==> src/rtl/anim_pkg.sv <==
// Shared encodings for the sprite animation frame sequencer.
package anim_pkg;

  typedef enum logic [1:0] {
    ANIM_ONCE     = 2'b00,
    ANIM_LOOP     = 2'b01,
    ANIM_PINGPONG = 2'b10
  } anim_mode_e;

  typedef enum logic {
    ST_IDLE = 1'b0,
    ST_RUN  = 1'b1
  } anim_state_e;

  // Map the raw mode field to the playback behaviour actually built in.
  function automatic anim_mode_e decode_mode(input logic [1:0] mode, input logic pingpong_en);
    case (mode)
      2'b00:   decode_mode = ANIM_ONCE;
      2'b10:   decode_mode = pingpong_en ? ANIM_PINGPONG : ANIM_LOOP;
      default: decode_mode = ANIM_LOOP;
    endcase
  endfunction

endpackage

==> src/rtl/anim_tick_div.sv <==
// Tick divider: emits a same-cycle advance pulse on every (limit+1)-th qualified tick.
module anim_tick_div
  import anim_pkg::*;
#(
  parameter int unsigned DIV_WIDTH = 4
) (
  input  logic                 clk,
  input  logic                 reset,
  input  logic                 clear,
  input  logic                 tick,
  input  logic [DIV_WIDTH-1:0] limit,
  output logic                 adv_c
);

  logic [DIV_WIDTH-1:0] cnt_q;

  assign adv_c = tick && (cnt_q == limit);

  always_ff @(posedge clk or posedge reset) begin
    if (reset) begin
      cnt_q <= '0;
    end else if (clear) begin
      cnt_q <= '0;
    end else if (tick) begin
      cnt_q <= adv_c ? '0 : cnt_q + DIV_WIDTH'(1);
    end
  end

endmodule

==> src/rtl/anim_frame_sequencer.sv <==
// Sprite frame sequencer stepping a frame index on divided counter ticks.
// Define ANIM_PINGPONG_EN to build ping-pong playback (mode 10); otherwise mode 10 loops.
module anim_frame_sequencer
  import anim_pkg::*;
#(
  parameter int unsigned WIDTH     = 4,
  parameter int unsigned DIV_WIDTH = 4
) (
  input  logic                 clk,
  input  logic                 reset,
  input  logic                 tick,
  input  logic                 start,
  input  logic                 stop,
  input  logic [WIDTH-1:0]     first_frame,
  input  logic [WIDTH-1:0]     last_frame,
  input  logic [1:0]           mode,
  input  logic [DIV_WIDTH-1:0] ticks_per_frame,
  output logic [WIDTH-1:0]     frame,
  output logic                 frame_stb,
  output logic                 busy,
  output logic                 done
);

`ifdef ANIM_PINGPONG_EN
  localparam logic PINGPONG_EN = 1'b1;
`else
  localparam logic PINGPONG_EN = 1'b0;
`endif

  anim_state_e          state_q, state_d;
  anim_mode_e           mode_q;
  logic [WIDTH-1:0]     first_q, last_q, frame_q, frame_d;
  logic [DIV_WIDTH-1:0] tpf_q;
  logic                 stb_q, stb_d, done_q, done_d, busy_q;
  logic                 div_clear, div_tick, adv, degenerate;
`ifdef ANIM_PINGPONG_EN
  logic                 down_q, down_d;
`endif

  assign degenerate = (first_q >= last_q);
  assign div_clear  = start || stop;
  // Ticks coinciding with start/stop or arriving in IDLE never reach the divider.
  assign div_tick   = tick && (state_q == ST_RUN) && !start && !stop;

  anim_tick_div #(.DIV_WIDTH(DIV_WIDTH)) u_div (
    .clk   (clk),
    .reset (reset),
    .clear (div_clear),
    .tick  (div_tick),
    .limit (tpf_q),
    .adv_c (adv)
  );

  always_ff @(posedge clk or posedge reset) begin
    if (reset) begin
      first_q <= '0;
      last_q  <= '0;
      tpf_q   <= '0;
      mode_q  <= ANIM_ONCE;
    end else if (start) begin
      first_q <= first_frame;
      last_q  <= last_frame;
      tpf_q   <= ticks_per_frame;
      mode_q  <= decode_mode(mode, PINGPONG_EN);
    end
  end

  always_comb begin
    state_d = state_q;
    frame_d = frame_q;
    stb_d   = 1'b0;
    done_d  = 1'b0;
`ifdef ANIM_PINGPONG_EN
    down_d  = down_q;
`endif
    if (start) begin
      state_d = ST_RUN;
      frame_d = first_frame;
      stb_d   = 1'b1;
`ifdef ANIM_PINGPONG_EN
      down_d  = 1'b0;
`endif
    end else if (stop) begin
      state_d = ST_IDLE;
    end else if (adv) begin
      case (mode_q)
        ANIM_ONCE: begin
          if (frame_q < last_q) begin
            frame_d = frame_q + WIDTH'(1);
            stb_d   = 1'b1;
          end else begin
            state_d = ST_IDLE;
            done_d  = 1'b1;
          end
        end
`ifdef ANIM_PINGPONG_EN
        ANIM_PINGPONG: begin
          if (!degenerate) begin
            stb_d = 1'b1;
            if (!down_q) begin
              if (frame_q == last_q) begin
                down_d  = 1'b1;
                frame_d = frame_q - WIDTH'(1);
              end else begin
                frame_d = frame_q + WIDTH'(1);
              end
            end else begin
              if (frame_q == first_q) begin
                down_d  = 1'b0;
                frame_d = frame_q + WIDTH'(1);
              end else begin
                frame_d = frame_q - WIDTH'(1);
              end
            end
          end
        end
`endif
        default: begin
          if (!degenerate) begin
            stb_d   = 1'b1;
            frame_d = (frame_q == last_q) ? first_q : frame_q + WIDTH'(1);
          end
        end
      endcase
    end
  end

  always_ff @(posedge clk or posedge reset) begin
    if (reset) begin
      state_q <= ST_IDLE;
      frame_q <= '0;
      stb_q   <= 1'b0;
      done_q  <= 1'b0;
      busy_q  <= 1'b0;
    end else begin
      state_q <= state_d;
      frame_q <= frame_d;
      stb_q   <= stb_d;
      done_q  <= done_d;
      busy_q  <= (state_d == ST_RUN);
    end
  end

`ifdef ANIM_PINGPONG_EN
  always_ff @(posedge clk or posedge reset) begin
    if (reset) begin
      down_q <= 1'b0;
    end else begin
      down_q <= down_d;
    end
  end
`endif

  assign frame     = frame_q;
  assign frame_stb = stb_q;
  assign busy      = busy_q;
  assign done      = done_q;

endmodule

==> config.mk <==
export PLATFORM = sky130hd
export DESIGN_NAME = anim_frame_sequencer
export DESIGN_NICKNAME = d
export VERILOG_FILES = /design/src/rtl/anim_pkg.sv /design/src/rtl/anim_tick_div.sv /design/src/rtl/anim_frame_sequencer.sv
export SDC_FILE = /design/constraint.sdc
export NUM_CORES = 1
export LEC_CHECK = 0
export CORE_ASPECT_RATIO = 1.25
export CORE_UTILIZATION = 45
export DETAILED_ROUTE_END_ITERATION = 10
export PLACE_DENSITY = 0.76
export SLEW_MARGIN = 20
export SYNTH_ARGS = -nofsm -noshare
export SYNTH_HDL_FRONTEND = slang
export SYNTH_SLANG_ARGS = --single-unit
==> constraint.sdc <==
create_clock -name clk -period 2.5 [get_ports clk]
set_input_delay 0.5 -clock clk [delete_from_list [all_inputs] [get_ports clk]]
set_output_delay 0.5 -clock clk [all_outputs]
set_load 0.02 [all_outputs]
Yosys cells after proc, flatten, opt, wreduce, memory -nomap -nowiden
Index checks and enable logic that the tools add are counted.
{"block": "totals", "regBits": 25, "output_inout_bits": 7, "elab_cells": 61}
{"block": "op_classes", "add_sub_neg": 2, "order_cmp": 2, "n_eq_ne": 6, "muxes": 27, "reduce_logical": 15}
{"op": "4-bit 2-to-1 mux", "n": 10}
{"op": "1-bit 2-to-1 mux", "n": 17}
{"op": "4-bit by 1-bit adder with 4-bit output, second input constant", "n": 2}
{"op": "4-bit == test", "n": 2}
{"op": "3-bit != test, second input constant", "n": 2}
{"op": "3-bit nonzero test", "n": 2}
{"op": "4-bit greater-or-equal comparator", "n": 1}
{"op": "1-bit logical AND", "n": 4}
{"op": "2-bit zero test", "n": 2}
{"op": "4-bit less-than comparator", "n": 1}
{"op": "4-bit AND reduction", "n": 1}
{"op": "2-bit nonzero test", "n": 2}
{"op": "3-bit by 2-bit != test with 1-bit output, second input constant", "n": 1}
{"op": "3-bit AND reduction", "n": 1}
{"op": "1-bit zero test", "n": 2}
{"op": "2-bit != test, second input constant", "n": 1}
{"op": "1-bit logical OR", "n": 1}

Depth between registers and ports, before layout
Gate-level depths: netlist (run 1).
{"block": "depth", "depth_word": 7, "mapped_depth": 7, "depth_no_buf": 7}

Modules after synthesis
From an unflattened synthesis (run 1), not the netlist that was laid out.
{"block": "unflattened", "hier_cells": 128, "hier_area_um2": 1301.2}
{"mod": "anim_frame_sequencer", "n_inst": 1, "cells_each": 100, "area_each_um2": 1047.3, "seq_area_each_um2": 500.5}
{"mod": "anim_tick_div", "n_inst": 1, "cells_each": 28, "area_each_um2": 254.0, "seq_area_each_um2": 100.1}

Worst setup path before layout (run 1)
No wires, ideal clock.
{"block": "synth_path", "path_type": "register -> register", "from": "register frame_q[2], in the netlist frame[2]", "to": "register frame_q[1], in the netlist frame[1]", "setup_ps": 111, "t_arrival_ps": 1805, "path_slack_ps": 584, "path_stages_with_launch": 7, "n_path_buf": 0, "synth_period_minus_slack_ps": 1916, "cell_sequence": "dfrtp_1 -> ha_1 -> a21oi_1 -> o221ai_1 -> a211oi_4 -> o21ai_2 -> a222oi_1"}
{"block": "synth_via", "elab_chain_cells": 7, "elab_cells_between_ends": 10, "cone_classes": "order compare: 1; eq/ne: 2; mux: 6; reduce/logical: 1"}
{"element": "from (decl)", "line_no": "anim_frame_sequencer.sv:32", "text": "logic [WIDTH-1:0] first_q, last_q, frame_q, frame_d;"}
{"element": "from (signal assigned)", "line_no": "anim_frame_sequencer.sv:137", "text": "frame_q <= frame_d;"}
{"element": "4-bit == test", "line_no": "anim_frame_sequencer.sv:121", "text": "frame_d = (frame_q == last_q) ? first_q : frame_q + WIDTH'(1);"}
{"element": "4-bit 2-to-1 mux", "line_no": "anim_frame_sequencer.sv:121"}
{"element": "4-bit 2-to-1 mux", "line_no": "anim_frame_sequencer.sv:119", "text": "if (!degenerate) begin"}
{"element": "4-bit 2-to-1 mux", "line_no": "anim_frame_sequencer.sv:86", "text": "case (mode_q)"}
{"element": "4-bit 2-to-1 mux", "line_no": "anim_frame_sequencer.sv:85", "text": "end else if (adv) begin"}
{"element": "4-bit 2-to-1 mux", "line_no": "anim_frame_sequencer.sv:83", "text": "end else if (stop) begin"}
{"element": "4-bit 2-to-1 mux", "line_no": "anim_frame_sequencer.sv:76", "text": "if (start) begin"}
Several ways; a longest one is shown, not always the timed one. The select of a mux whose other input is x is not followed.
A chain may end at the register's enable or synchronous reset.

Final worst setup path (run 1)
{"block": "layout_path", "from": "input port tick", "to": "register frame_q[2], in the netlist frame[2]"}
{"block": "layout_via", "elab_chain_cells": 6}
{"element": "from (decl)", "line_no": "anim_frame_sequencer.sv:11", "text": "input logic tick,"}
{"element": "1-bit logical AND (3 in series)", "line_no": "anim_frame_sequencer.sv:43", "text": "assign div_tick = tick && (state_q == ST_RUN) && !start && !stop;"}
{"element": "1-bit logical AND", "line_no": "anim_tick_div.sv:17", "text": "assign adv_c = tick && (cnt_q == limit);"}
{"element": "2-bit nonzero test (no line)"}
{"element": "4-bit AND reduction (no line)"}
No other way between the ends.

==> run metrics, run 1 <==
GR Overflow Total 0; H-tree depth reported by CTS 1; final non-filler cell area 1640 um2; power share of the combinational group 25.7%; number of port buffers 25; sw frac 29.2%; final sum of negative setup slack 0 ns; crit path kind input port to register; async set-or-reset flop fraction in the synthesized netlist 100%; quantity of hold-fixing buffers added after cts 0; number of vias in the routed layout 1004; Leak Pwr 0.730 nW; max_slew headroom 64.5%; count of nets after finishing 181; iteration count of the initial detailed-routing pass 6; chip height 62.2 um; total of cells resized after clock tree synthesis 0; hpwl dp 2.04 mm; CP Max Fanout 5; FP Rows 21; Final Hold Vio Count 0; cell chosen for the clock root clkbuf_4; Cell Pwr Density 535 nW/um2; Post-CTS Repair Setup Buffers 0; Post-Route Skew 0.00599 ns; number of routed nets with antenna violations 0; maximum number of pins on one net before global-route repair 30; highest clock frequency the design can meet 0.484 GHz; Yosys warnings 0; count of pins over their slew limit 0; number of distinct standard cells referenced by the synthesized netlist 33; detailed-route DRC error count 0; ratio of routed vias to standard cells 5.43; post-route total power 879 uW; Worst IR Drop VDD 0.000303 V; main flop type after synthesis dfrtp_1; effective utilization at floorplan 48.2%; register bit total from synthesis 24; clock network fraction of design power 23.2%; Die Width 50.1 um; EDFF count, synth 0; post-route fraction of the period consumed by the critical path 82.7%; first-pass GRT wire length 4.43 mm; nature of the critical path endpoint register; clock period minus final worst setup slack 2.07 ns; post-DR wirelength/cell 14.1 um; average size of a mapped cell 10.7 um2; placed cell areas 1610 um2; max_cap viols 0; number of diodes 0; number of clock sinks seen by CTS 24; summed instance area of the synthesized netlist 1300 um2; clock edge transition at the registers on the reported setup and hold paths 0.13 ns; CP required 2.72 ns; number of clock buffers inserted by TritonCTS 3; internal power contribution 623 uW; deepest clock path buffer count 2; count of routing violations after the opening detailed-route iteration 18; NetSw 257 uW; clock network latency to the later pin of the worst-skew pair 0.31 ns; placeable core area 2710 um2; CTS tree yes; synthesized instance count 122; share of the yosys chip area belonging to registers 46.1%; P&R area growth vs syn 26.1%; vias in the first global route 1052; arrival time of the worst setup path 2.29 ns; setup repair after global routing missed its margin no; global routing usage summed across all routing layers 18.6%; path category of the worst min-delay check input port to async pin; layout filler cell count 240; Synthesized Nets 151; total wirelength of the detailed-routed design 2.61 mm; run status finished clean; Worst Tran Pin Value 0.528 ns; power share of the sequential group 51.1%; Final GP Congestion 0.867; proportion of layout cells with a drive suffix above 1 13.9%; number of failing setup endpoints in the final timing report 0; antenna violations before repair 0; Die Area 3120 um2; I/O pin count 26; CP Launch Type input port
-- area by class of cell --
class	instances	area, um2	area share [%]
inverters	15	56.3	3.42
repair buffers	28	273	16.6
clock buffers	4	36.3	2.21
well taps	34	42.5	2.59
flip-flops and latches	24	601	36.5
multi-input cells	80	636	38.7
-- kinds of logic (layout without fill, tap and decap cells) --
family          Yosys count  in the layout  share of synthesized area [%]
simple gates             29             29                           11.6
flops                    24             24                           46.1
compound gates           21             21                           12.2
buf+inv                  18             47                           5.18
mux                      12             12                           9.98
fa+ha+maj                10             10                           9.60
xor+xnor                  8              8                           5.37
-- layout by cell type, fill, tap and decap left out, drive strengths merged, types with 2 or more instances in the layout --
cell	instances
a222oi	2
inv	15
nor4	2
nand2	7
clkbuf	4
dfrtp	24
xor2	3
a21oi	2
nand3	7
a211oi	2
ha	10
clkdlybuf4s50	25
o21ai	8
buf	3
mux2i	4
xnor2	5
mux2	8
nor2	5
nor3	2
-- worst paths after layout --
check | startpoint | to | slack (ns) | depth (start not counted)
hold / removal | reset | last_q[0] | 0.51 | 3
min in group clk | tpf_q[3] | tpf_q[3] | 0.56 | 1
setup reg to reg | frame[2] | frame[2] | 0.43 | 6
max in group asynchronous | reset | u_div.cnt_q[3] | 1.76 | 3
setup / recovery | tick | frame[2] | 0.43 | 6
hold reg to reg | tpf_q[3] | tpf_q[3] | 0.56 | 1
-- power by group through the flow --
stage / logic [mW] / clock network [mW] / registers [mW]
6_report: 0.226 / 0.204 / 0.449
5_1_grt: 0.249 / 0.222 / 0.454
4_1_cts: 0.227 / 0.209 / 0.449
3_5_place_dp: 0.225 / 0 / 0.457
3_3_place_gp: 0.214 / 0 / 0.456
2_1_floorplan: 0.126 / 0 / 0.462
-- Yosys cell counts (2+ instances only) --
cell type	number	area, um2
dfrtp_1	24	601
inv_1	15	56.3
ha_1	10	125
mux2_2	8	90.1
nand3_1	7	35.0
o21ai_0	7	35.0
nand2_1	6	22.5
nor2_1	5	18.8
xnor2_1	5	43.8
mux2i_1	4	40.0
clkbuf_1	3	11.3
xor2_1	3	26.3
a21oi_1	2	10.0
a222oi_1	2	20.0
nor3_1	2	10.0
nor4_1	2	12.5
-- worst max-delay path: stages --
cell,delay [ns]
clkdlybuf4s50_1,0.51
nand2_2,0.10
or4_4,0.51
a211oi_4,0.23
o21ai_2,0.11
a221oi_1,0.32
-- stage by stage --
step | util [%] | worst slack [ns] | hold slack [ns] | instances
final | 60.7 | 0.432 | 0.512 | 185
after global routing | 60.7 | 0.279 | 0.566 | 185
after CTS | 60.7 | 0.426 | 0.513 | 185
after detailed placement | 59.4 | 0.0934 | 0.533 | 181
after global placement | 59.4 | 0.149 | 0.515 | 181
after floorplan | - | 0.584 | 0.501 | 122
-- layer usage --
layer	track usage, %	vias up	routed length [um]
li1	-	486	-
met1	20.3	495	1040
met2	35.3	21	1490
met3	2.21	2	74
met4	6.43	0	17
met5	0	-	0
-- registers in the layout (all words and copies together) (netlist names) --
signal,count
busy,1
done,1
first_q,4
frame,4
frame_stb,1
last_q,4
mode_q,1
tpf_q,4
u_div.cnt_q,4
No activity file was read; power rests on OpenSTA's default activity.
==> run 2, diff against run 1 <==
- clock period: 2.5 -> 2.06 ns (I/O delays scaled with it)
==> run 2 against run 1 <==
Die area stayed put. Global-route usage hardly changed. Flip-flop and latch count stayed put. Combinational power is 30% higher. Largest power group unchanged.
==> run metrics, run 2 (synthesized netlist as in run 1, its figures left out) <==
cell chosen for the clock root clkbuf_4 (unchanged); crit path kind input port to register (unchanged); source of the critical timing path tick (unchanged); Max stage delay cell, worst path or4_4 (was clkdlybuf4s50_1); post-DR wirelength/cell 13.1 um (was 14.1 um); clock period minus final worst setup slack 1.93 ns; path category of the worst min-delay check input port to async pin (unchanged); number of clock sinks seen by CTS 24 (unchanged); hpwl dp 1.93 mm (was 2.04 mm); count of buffer and inverter cells on the critical path 1 (unchanged); count of placed standard cells in the final layout, fillers left out 192 (was 185); number of port buffers 25 (unchanged); clock network latency to the later pin of the worst-skew pair 0.31 ns (about the same); number of routed nets with antenna violations 0 (unchanged); arrival time of the worst setup path 2.14 ns (was 2.29 ns); Final GP Congestion 0.877 (was 0.867); Worst IR Drop VDD 0.000384 V (was 0.000303 V); Leak Pwr 0.771 nW (was 0.730 nW); global routing usage summed across all routing layers 18.6% (about the same); maximum number of pins on one net before global-route repair 29 (was 30); setup repair after global routing missed its margin no (unchanged); count of nets after finishing 188 (was 181); I/O pin count 26 (unchanged); Inst Count DP 187 (was 181); final sum of negative setup slack 0 ns (unchanged); clock edge transition at the registers on the reported setup and hold paths 0.14 ns (was 0.13 ns); post-route fraction of the period consumed by the critical path 93.7%; count of pins over their slew limit 0 (unchanged); sw frac 27.0% (was 29.2%); cells along the critical path clkdlybuf4s50_1 > nand2_2 > or4_4 > a211oi_4 > o21ai_2 > a222oi_1 (was clkdlybuf4s50_1 > nand2_2 > or4_4 > a211oi_4 > o21ai_2 > a221oi_1); proportion of layout cells with a drive suffix above 1 19.0% (was 13.9%); Post-Route Skew 0.00361 ns (was 0.00599 ns); placeable core area 2710 um2 (unchanged); Final Hold Vio Count 0 (unchanged); effective utilization at floorplan 48.2% (unchanged); quantity of hold-fixing buffers added after cts 0 (unchanged); kind of cell with the highest combined delay on the critical path compound AO/OA/AOI/OAI gates (unchanged); chip height 62.2 um (unchanged); count of routing violations after the opening detailed-route iteration 23 (was 18); FP Rows 21 (unchanged); ratio of routed vias to standard cells 5.42 (was 5.43); max_slew headroom 68.8% (was 64.5%); power share of the combinational group 25.0% (was 25.7%); number of cell instances on the worst register-to-register path 6 (unchanged); first-pass GRT wire length 4.51 mm (was 4.43 mm); share of the core filled with cells 63.7% (was 60.7%); Worst Hold Slack 0.428 ns (was 0.512 ns); number of clock buffers inserted by TritonCTS 3 (unchanged); total wirelength of the detailed-routed design 2.52 mm (was 2.61 mm); Die Width 50.1 um (unchanged); delay contributed by the slowest stage of the critical path 0.50 ns (was 0.51 ns); CP required 2.27 ns (was 2.72 ns); power share of the sequential group 46.1% (was 51.1%); slack of the critical path 0.130 ns (was 0.432 ns); number of diodes 0 (unchanged); CTS tree yes (unchanged); clock network fraction of design power 28.9% (was 23.2%); worst reg2reg path startpoint first_q[1] (was frame[2]); highest clock frequency the design can meet 0.518 GHz; Die Area 3120 um2 (unchanged); destination of the worst register-to-register timing path frame[1] (was frame[2]); vias in the first global route 1041 (was 1052); commonest non-fill, non-tap cells in the layout 25 x clkdlybuf4s50_1, 24 x dfrtp_1, 15 x inv_1 (unchanged); nature of the critical path endpoint register (unchanged); P&R area growth vs syn 32.2% (was 26.1%); detailed-route DRC error count 0 (unchanged); CP Max Fanout 4 (was 5); number of vias in the routed layout 1041 (was 1004); run status finished clean (unchanged); number of failing setup endpoints in the final timing report 0 (unchanged); internal power contribution 858 uW (was 623 uW); flop2flop setup slack 0.15 ns (was 0.43 ns); iteration count of the initial detailed-routing pass 6 (unchanged); Worst Tran Pin Value 0.466 ns (was 0.528 ns); max_cap viols 0 (unchanged); H-tree depth reported by CTS 1 (unchanged); deepest clock path buffer count 2 (unchanged); NetSw 318 uW (was 257 uW); CP Launch Type input port (unchanged); GR Overflow Total 0 (unchanged); antenna violations before repair 0 (unchanged); worst setup slack before clock tree synthesis -0.194 ns (was 0.0934 ns); Cell Pwr Density 682 nW/um2 (was 535 nW/um2); commonest non-fill, non-tap cell in the layout clkdlybuf4s50_1 (unchanged)
run 2: cell types whose count changed in the layout (fill, tap and decap cells not counted):
cell / delta
buf_4: +7
bufinv_16: +1
clkbuf_8: -1
o221ai_1: -1
o221ai_2: +1
o31ai_1: -1
o31ai_2: +1
run 2: tightest hold or removal path, stage by stage:
cell and delay, ns:
clkdlybuf4s50_1 0.39, inv_1 0.05, buf_4 0.29
run 2: final cells by class:
cell class / instances / area, um2
fillers: 220 / 982
multi-input cells: 80 / 647
flip-flops and latches: 24 / 601
repair buffers: 35 / 325
inverters: 15 / 56.3
well taps: 34 / 42.5
clock inverters: 1 / 30.0
clock buffers: 3 / 22.5
run 2: power groups by stage:
stage                     Sequential, mW  Combinational (mW)  Clock (mW)
final                              0.542               0.294       0.340
after CTS                          0.543               0.285       0.349
after global routing               0.548               0.329       0.372
after detailed placement           0.553               0.283           0
after global placement             0.551               0.273           0
after floorplan                    0.561               0.153           0
run 2: timing repair:
action,CTS,global route
setup buffers,0,1
endpoints found under the setup margin,0,4
resized for setup,0,2
run 2: worst max path at each step:
stage | endpoint | slack [ns] | cells after the start
global route | frame[2] | 0.02 | 6
global placement | frame[1] | -0.15 | 6
floorplan | frame[1] | 0.14 | 6
finish | frame[1] | 0.13 | 6
CTS | frame[3] | 0.09 | 6
detailed placement | frame[2] | -0.19 | 6
run 2: per-layer routing:
metal | up-vias | share of wire (%) | GRT usage [%]
met5 | - | 0 | 0
li1 | 501 | - | -
met4 | 0 | 0.99 | 5.36
met3 | 4 | 2.8 | 2.45
met2 | 19 | 56 | 32.5
met1 | 517 | 41 | 23.2
run 2: per-stage QoR:
step | total power, mW | cell area [um2]
after floorplan | 0.714 | 1300
after global placement | 0.824 | 1650
after detailed placement | 0.835 | 1650
after CTS | 1.18 | 1710
after global routing | 1.25 | 1720
final | 1.18 | 1720
==> run 3, diff against run 2 <==
- SLEW_MARGIN: 20 -> default
==> results of run 3 <==
The final DEF is identical to that of run 2; final timing and power are the same.
